$ cat src/rtl/pwr_pat_seq_if.sv
// Pattern-select / rail-control bundle between the switch block (master)
// and the pattern/power sequencer (slave).
interface pwr_pat_seq_if;
    logic [7:0] dis_sn;
    logic       frame_start;
    logic [7:0] pat_sn;
    logic       pat_upd;
    logic       en_p14v;
    logic       en_n14v;
    logic       en_gvddp;
    logic       en_gvddn;
    logic       pwr_ok;
    logic       busy;

    modport master (
        output dis_sn, frame_start,
        input  pat_sn, pat_upd, en_p14v, en_n14v, en_gvddp, en_gvddn, pwr_ok, busy
    );

    modport slave (
        input  dis_sn, frame_start,
        output pat_sn, pat_upd, en_p14v, en_n14v, en_gvddp, en_gvddn, pwr_ok, busy
    );
endinterface

$ cat src/rtl/pwr_pat_seq.sv
// Panel rail sequencer and frame-synchronous pattern latch.
// Rails ramp up p14v->n14v->gvddp->gvddn and down in reverse, one rail per
// step period; PATMAX on dis_sn requests power-off.
module pwr_pat_seq #(
    parameter int         CNT1US  = 81,
    parameter int         STEP_US = 1000,
    parameter logic [7:0] PATMIN  = 8'd127,
    parameter logic [7:0] PATMAX  = 8'd255
) (
    input  logic          clk,
    input  logic          rst,
    pwr_pat_seq_if.slave  bus
);

    localparam int PW = (CNT1US  > 1) ? $clog2(CNT1US)  : 1;
    localparam int SW = (STEP_US > 1) ? $clog2(STEP_US) : 1;

    typedef enum logic [1:0] {S_OFF, S_UP, S_ON, S_DOWN} state_t;

    state_t      state, state_nxt;
    logic [1:0]  idx, idx_nxt;
    logic [3:0]  en, en_nxt;          // {gvddn, gvddp, n14v, p14v}
    logic [PW-1:0] pre;
    logic [SW-1:0] stp;
    logic        tick_1us, step_done;
    logic        want_on;
    logic        pwr_ok_r, busy_r;
    logic [7:0]  pat_sn_r, dis_clamp;
    logic        pat_upd_r, pat_go;

    assign want_on   = (bus.dis_sn != PATMAX);
    assign tick_1us  = (pre == PW'(CNT1US - 1));
    assign step_done = tick_1us && (stp == SW'(STEP_US - 1));

    // Timebase: runs only while ramping; any state change restarts it so the
    // first step lands exactly one period after entry.
    always_ff @(posedge clk) begin
        if (rst || (state_nxt != state) || !(state == S_UP || state == S_DOWN)) begin
            pre <= '0;
            stp <= '0;
        end else if (tick_1us) begin
            pre <= '0;
            stp <= step_done ? '0 : stp + SW'(1);
        end else begin
            pre <= pre + PW'(1);
        end
    end

    // Next-state and next-enable decode; ramps are never aborted.
    always_comb begin
        state_nxt = state;
        idx_nxt   = idx;
        en_nxt    = en;
        case (state)
            S_OFF: if (want_on) begin
                state_nxt = S_UP;
                idx_nxt   = 2'd0;
            end
            S_UP: if (step_done) begin
                en_nxt[idx] = 1'b1;
                idx_nxt     = idx + 2'd1;
                if (idx == 2'd3) state_nxt = S_ON;
            end
            S_ON: if (!want_on) begin
                state_nxt = S_DOWN;
                idx_nxt   = 2'd3;
            end
            S_DOWN: if (step_done) begin
                en_nxt[idx] = 1'b0;
                idx_nxt     = idx - 2'd1;
                if (idx == 2'd0) state_nxt = S_OFF;
            end
            default: state_nxt = S_OFF;
        endcase
    end

    // FSM state and registered rail/status outputs.
    always_ff @(posedge clk) begin
        if (rst) begin
            state    <= S_OFF;
            idx      <= 2'd0;
            en       <= 4'b0000;
            pwr_ok_r <= 1'b0;
            busy_r   <= 1'b0;
        end else begin
            state    <= state_nxt;
            idx      <= idx_nxt;
            en       <= en_nxt;
            pwr_ok_r <= (state_nxt == S_ON);
            busy_r   <= (state_nxt == S_UP) || (state_nxt == S_DOWN);
        end
    end

    // Compare the clamped value so a repeated sub-PATMIN request does not
    // pulse pat_upd without pat_sn actually changing.
    assign dis_clamp = (bus.dis_sn < PATMIN) ? PATMIN : bus.dis_sn;
    assign pat_go    = (state == S_ON) && bus.frame_start && want_on
                       && (dis_clamp != pat_sn_r);

    // Pattern latch: new pattern only on a frame boundary while powered.
    always_ff @(posedge clk) begin
        if (rst) begin
            pat_sn_r  <= PATMIN;
            pat_upd_r <= 1'b0;
        end else begin
            pat_upd_r <= pat_go;
            if (pat_go) pat_sn_r <= dis_clamp;
        end
    end

    assign bus.en_p14v  = en[0];
    assign bus.en_n14v  = en[1];
    assign bus.en_gvddp = en[2];
    assign bus.en_gvddn = en[3];
    assign bus.pwr_ok   = pwr_ok_r;
    assign bus.busy     = busy_r;
    assign bus.pat_sn   = pat_sn_r;
    assign bus.pat_upd  = pat_upd_r;

endmodule

$ cat src/flat_wrapper.sv
// flat-port wrapper written by rule: the top's interface ports become plain ports
module pwr_pat_seq_flat 
#(
    parameter int         CNT1US  = 81,
    parameter int         STEP_US = 1000,
    parameter logic [7:0] PATMIN  = 8'd127,
    parameter logic [7:0] PATMAX  = 8'd255
)
  (clk, rst, bus_dis_sn, bus_frame_start, bus_pat_sn, bus_pat_upd, bus_en_p14v, bus_en_n14v, bus_en_gvddp, bus_en_gvddn, bus_pwr_ok, bus_busy);
  pwr_pat_seq_if bus_i ();
  input  logic clk;
  input  logic rst;
  input wire logic [$bits(bus_i.dis_sn)-1:0] bus_dis_sn;
  input wire logic [$bits(bus_i.frame_start)-1:0] bus_frame_start;
  output wire logic [$bits(bus_i.pat_sn)-1:0] bus_pat_sn;
  output wire logic [$bits(bus_i.pat_upd)-1:0] bus_pat_upd;
  output wire logic [$bits(bus_i.en_p14v)-1:0] bus_en_p14v;
  output wire logic [$bits(bus_i.en_n14v)-1:0] bus_en_n14v;
  output wire logic [$bits(bus_i.en_gvddp)-1:0] bus_en_gvddp;
  output wire logic [$bits(bus_i.en_gvddn)-1:0] bus_en_gvddn;
  output wire logic [$bits(bus_i.pwr_ok)-1:0] bus_pwr_ok;
  output wire logic [$bits(bus_i.busy)-1:0] bus_busy;
  assign bus_i.dis_sn = bus_dis_sn;
  assign bus_i.frame_start = bus_frame_start;
  assign bus_pat_sn = bus_i.pat_sn;
  assign bus_pat_upd = bus_i.pat_upd;
  assign bus_en_p14v = bus_i.en_p14v;
  assign bus_en_n14v = bus_i.en_n14v;
  assign bus_en_gvddp = bus_i.en_gvddp;
  assign bus_en_gvddn = bus_i.en_gvddn;
  assign bus_pwr_ok = bus_i.pwr_ok;
  assign bus_busy = bus_i.busy;
  pwr_pat_seq #(.CNT1US(CNT1US), .STEP_US(STEP_US), .PATMIN(PATMIN), .PATMAX(PATMAX)) u_core (.clk(clk), .rst(rst), .bus(bus_i));
endmodule
$ cat config.mk
export PLATFORM = sky130hd
export DESIGN_NAME = pwr_pat_seq_flat
export DESIGN_NICKNAME = d
export VERILOG_FILES = /design/src/rtl/pwr_pat_seq_if.sv /design/src/rtl/pwr_pat_seq.sv /design/src/flat_wrapper.sv
export SDC_FILE = /design/constraint.sdc
export NUM_CORES = 1
export LEC_CHECK = 0
export CAP_MARGIN = 0
export CORE_ASPECT_RATIO = 1.75
export CORE_MARGIN = 8
export CORE_UTILIZATION = 48
export CTS_BUF_LIST = sky130_fd_sc_hd__clkbuf_4 sky130_fd_sc_hd__clkbuf_8
export DETAILED_ROUTE_END_ITERATION = 10
export PLACE_DENSITY = 0.76
export SYNTH_ARGS = -nofsm -noshare
export SYNTH_HDL_FRONTEND = slang
export SYNTH_SLANG_ARGS = --single-unit
$ cat constraint.sdc
create_clock -name clk -period 6.85 [get_ports clk]
set_input_delay 2.055 -clock clk [delete_from_list [all_inputs] [get_ports clk]]
set_output_delay 2.055 -clock clk [all_outputs]
set_load 0.005 [all_outputs]
After elaboration in Yosys (flattened, before gate mapping)
Cells that the tools add are included.
{ "op_classes": {"n_reduce_logical": 16, "magnitude_cmp": 3, "bitwise_logic": 3, "muxes": 19, "add_sub_neg": 4, "eq_ne": 16} }
{ "ops": {"columns": ["operator", "n"], "rows": [
  ["$mux 2", 10],
  ["$pmux 2 s4", 2],
  ["$add 10x1->10 const B", 1],
  ["$eq 10x10->1 const B", 1],
  ["$eq 2x2->1 const B", 5],
  ["$mux 10", 1],
  ["$lt 8x7->1 const B", 1],
  ["$mux 4", 2],
  ["$mux 8", 1],
  ["$ne 8x8->1", 1],
  ["$ne 8x8->1 const B", 1],
  ["$pmux 4 s2", 1],
  ["$add 7x1->7 const B", 1],
  ["$eq 7x7->1 const B", 1],
  ["$ne 2x1->1 const B", 3],
  ["$logic_and 1x1->1", 5],
  ["$and 4x4->4", 1],
  ["$eq 2x1->1 const B", 2],
  ["$logic_not 2->1", 2],
  ["$logic_or 1x1->1", 4],
  ["$not 4->4", 1],
  ["$or 4x4->4", 1],
  ["$reduce_and 4->1", 1],
  ["$lt 2x3->1 const B", 1],
  ["11 further kinds", 11]
]} }
{ "totals": {"out_inout_bits": 15, "input_bits": 11, "ff_bits": 36} }

Longest topological paths before layout
{ "depth": {"word_depth": 8, "ltp_mapped": 8} }

Least setup slack after synthesis
OpenSTA, ideal clock, no wires.
{ "synth_path": {"path_kind": "input port to flip-flop", "from": "input port bus_dis_sn[7]", "to": "register u_core.pat_sn_r[1] (netlist: u_core.bus.pat_sn[1])", "path_buffers": 1, "setup_ns": 0.117, "setup_slack_ns": 3.195, "path_stages": 6, "arrival_time_ns": 3.538, "cell_sequence": "buf_6 and4bb_1 nor3_1 or4_4 o31a_1 o22a_1"} }
{ "synth_via": {"elab_chain_len": 4} }
{ "synth_rtl": {"columns": ["element", "line_no", "source"], "rows": [
  ["from (decl)", "flat_wrapper.sv:13", "input wire logic [$bits(bus_i.dis_sn)-1:0] bus_dis_sn;"],
  ["$lt 8x7->1", "pwr_pat_seq.sv:96", "assign dis_clamp = (bus.dis_sn < PATMIN) ? PATMIN : bus.dis_sn;"],
  ["$mux 8", "pwr_pat_seq.sv:96", null],
  ["$ne 8x8->1", "pwr_pat_seq.sv:98", "&& (dis_clamp != pat_sn_r);"],
  ["$logic_and 1x1->1", "pwr_pat_seq.sv:98", null],
  ["to (signal assigned)", "pwr_pat_seq.sv:107", "if (pat_go) pat_sn_r <= dis_clamp;"],
  ["to (decl)", "pwr_pat_seq.sv:28", "logic [7:0] pat_sn_r, dis_clamp;"]
]} }
Parallel ways exist; a longest one is shown, timed or not.
A chain may end at the register's enable or synchronous reset.

Worst setup path after layout
Ends and elaborated chain as after synthesis.

==> flow_summary.ini <==
[synth]
yosys-top-cells-area = dfxtp_1 40%, nor2_1 7.1%, xnor2_1 5.6%, xor2_1 4.5%, mux2i_1 4.0%
synth_ff_type = dfxtp_1
ys_seq_area_frac = 0.4037
yosysTopAreaCell = dfxtp_1
synth.top_cell.area_share = 0.4037
syn_area_mm2 = 0.001735
synth_warnings = 0
synth_edf_count = 0
ys_ff_latch = 35
syn_inst = 200
synth.distinct_cells = 41
synth_async_sr_flop_share = 0
synth_area_per_cell_um2 = 8.677
syn_nets = 214

[setup_path]
path_buf_inv = 1
crit_fanout = 10
cp_top_family = simple AND/OR/NAND/NOR gates
crit_path_start_kind = input pin
slowest_delay_ns = 0.63
crit_required_ns = 7.02
slowest_stage = clkdlybuf4s50_1
worst_setup_path_end_kind = flip-flop
crit_type = in -> reg
path_cells = clkdlybuf4s50_1, nand4_1, nor3_1, nor3_1, or2_2, o31a_1, o22a_1
cp.arrival_ns = 4.20
path_common_cell = nor3_1

[floorplan]
fp-row-count = 29
pin_count = 26
start_util = 0.4880
die_x_um = 61.45
dieArea_mm2 = 0.005871
dieHeight_um = 95.54
coreArea_mm2 = 0.003556

[layout]
drive_gt1_frac = 0.06667
final_common_cell = dfxtp_1
n_antenna_cell = 0
stdcell_count = 271
syn2layout_area_growth_pct = 21.49
ff_latch_area_um2 = 700.7
num-fill-cells = 355
fin_nets = 238
final_cell_mix = 35 x dfxtp_1, 33 x nor2_1, 25 x clkdlybuf4s50_1
multi_input_area_um2 = 965.9
final_util = 0.5929

[run_status]
status = complete, no violations

[timing]
finalCritPeriodShare = 0.5876
period_needed_ns = 4.025
finClkSkew_ns = 0.005663
finalSetupViolCount = 0
fin_tns_setup_ns = 0
tightest_slew_ns = 0.6953
rsz0062_at_grt = no
max_freq_mhz = 248.4
setup_slack_ns = 2.825
drv_slew = 0
maxSlewHeadroom = 0.5329
hold_viol = 0
hold_ws_ns = 0.4705

[power_and_ir_drop]
ir_drop_mv = 0.1477
power.leakage_nw = 0.7540
power_density_mw_per_mm2 = 188.3

[global_routing]
grt_pass1_vias = 1490
gr-total-overflow = 0
grt_use_total = 0.1338
grt_antenna_before_repair = 0
grt_pass1_wl_mm = 6.051
grt_max_degree = 20

[cts]
cts_buffer_depth = 2
insertion_delay_ns = 0.28
cts_hold_buf = 0
cts_resized = 0
tritoncts = done
cts_setup_buffers = 0
cts_buffers = 5
clkTransAtPathRegs_ns = 0.06
h-tree-depth = 2
cts_sinks = 35
cts_root_buffer = clkbuf_8

[hold_path]
hold_path.class = reg -> reg

[place]
place_congestion = 0.7942
post-place-ws_ns = 2.555
dpl.cell_count = 263
dpl.hpwl_mm = 2.616
io_buffer_count = 25

[flow_run]
cap_violations = 0

[routing]
ant_nets = 0
drc = 0
drt_pass1_iterations = 4
wl_per_cell_um = 12.85
num_vias = 1469
vias_per_cell = 5.421
drt-total-wl_mm = 3.481
drt-initial-drc-count = 38
==> path summary, 6_finish.rpt <==
| path | start | endpoint | slack, ns | cells after the start |
|---|---|---|---|---|
| worst min register to register | u_core.pre[0] | u_core.pre[0] | 0.47 | 1 |
| worst min-delay path | u_core.pre[0] | u_core.pre[0] | 0.47 | 1 |
| worst max-delay path | bus_dis_sn[7] | u_core.bus.pat_sn[1] | 2.82 | 7 |
| worst max register to register | u_core.pre[2] | u_core.bus.pwr_ok | 4.35 | 6 |
==> per-layer routing <==
metal	track usage	up-vias	wire length, µm
li1	-	745	-
met1	0.1232	690	1364
met4	0.06692	0	90
met3	0.04324	11	151
met2	0.2474	23	1875
met5	0	-	0
==> final cells by class <==
class,count,share of cell area
inverters,8,0.01424
clock buffers,8,0.04926
multi-input cells,149,0.4582
well taps,46,0.02730
repair buffers,25,0.1187
flip-flops and latches,35,0.3323
==> per-stage QoR <==
stage | total power, mW | cell area [µm²]
floorplan | 0.2256 | 1735
global placement | 0.2352 | 2004
detailed placement | 0.2354 | 2004
CTS | 0.4019 | 2108
global route | 0.4140 | 2108
finish | 0.3969 | 2108
==> synth_stat cells (all sizes together), types with 6 or more instances <==
master,number
xor2,9
nor3,8
nand4,6
a21oi,8
o21ai,9
nand3,10
nand2,9
dfxtp,35
clkbuf,6
nor2,33
xnor2,11
mux2i,7
inv,8
==> cells by family (layout without fill, tap and decap cells) <==
| family | count (synthesis) | count (layout) | share of synthesized area |
|---|---|---|---|
| AO/OA/AOI/OAI | 28 | 28 | 0.1082 |
| XOR/XNOR | 20 | 20 | 0.1009 |
| adder cells (fa/ha/maj) | 5 | 5 | 0.03317 |
| buffers and inverters | 16 | 41 | 0.03965 |
| flip-flops | 35 | 35 | 0.4037 |
| multiplexers | 7 | 7 | 0.04038 |
| AND/OR/NAND/NOR | 89 | 89 | 0.2740 |
==> power breakdown <==
part           switching, mW  internal [mW]  total [mW]
clock network         0.0705         0.0957       0.166
logic                 0.0118         0.0114      0.0232
registers            0.00279          0.205       0.208
No activity file was read; power rests on OpenSTA's default activity.
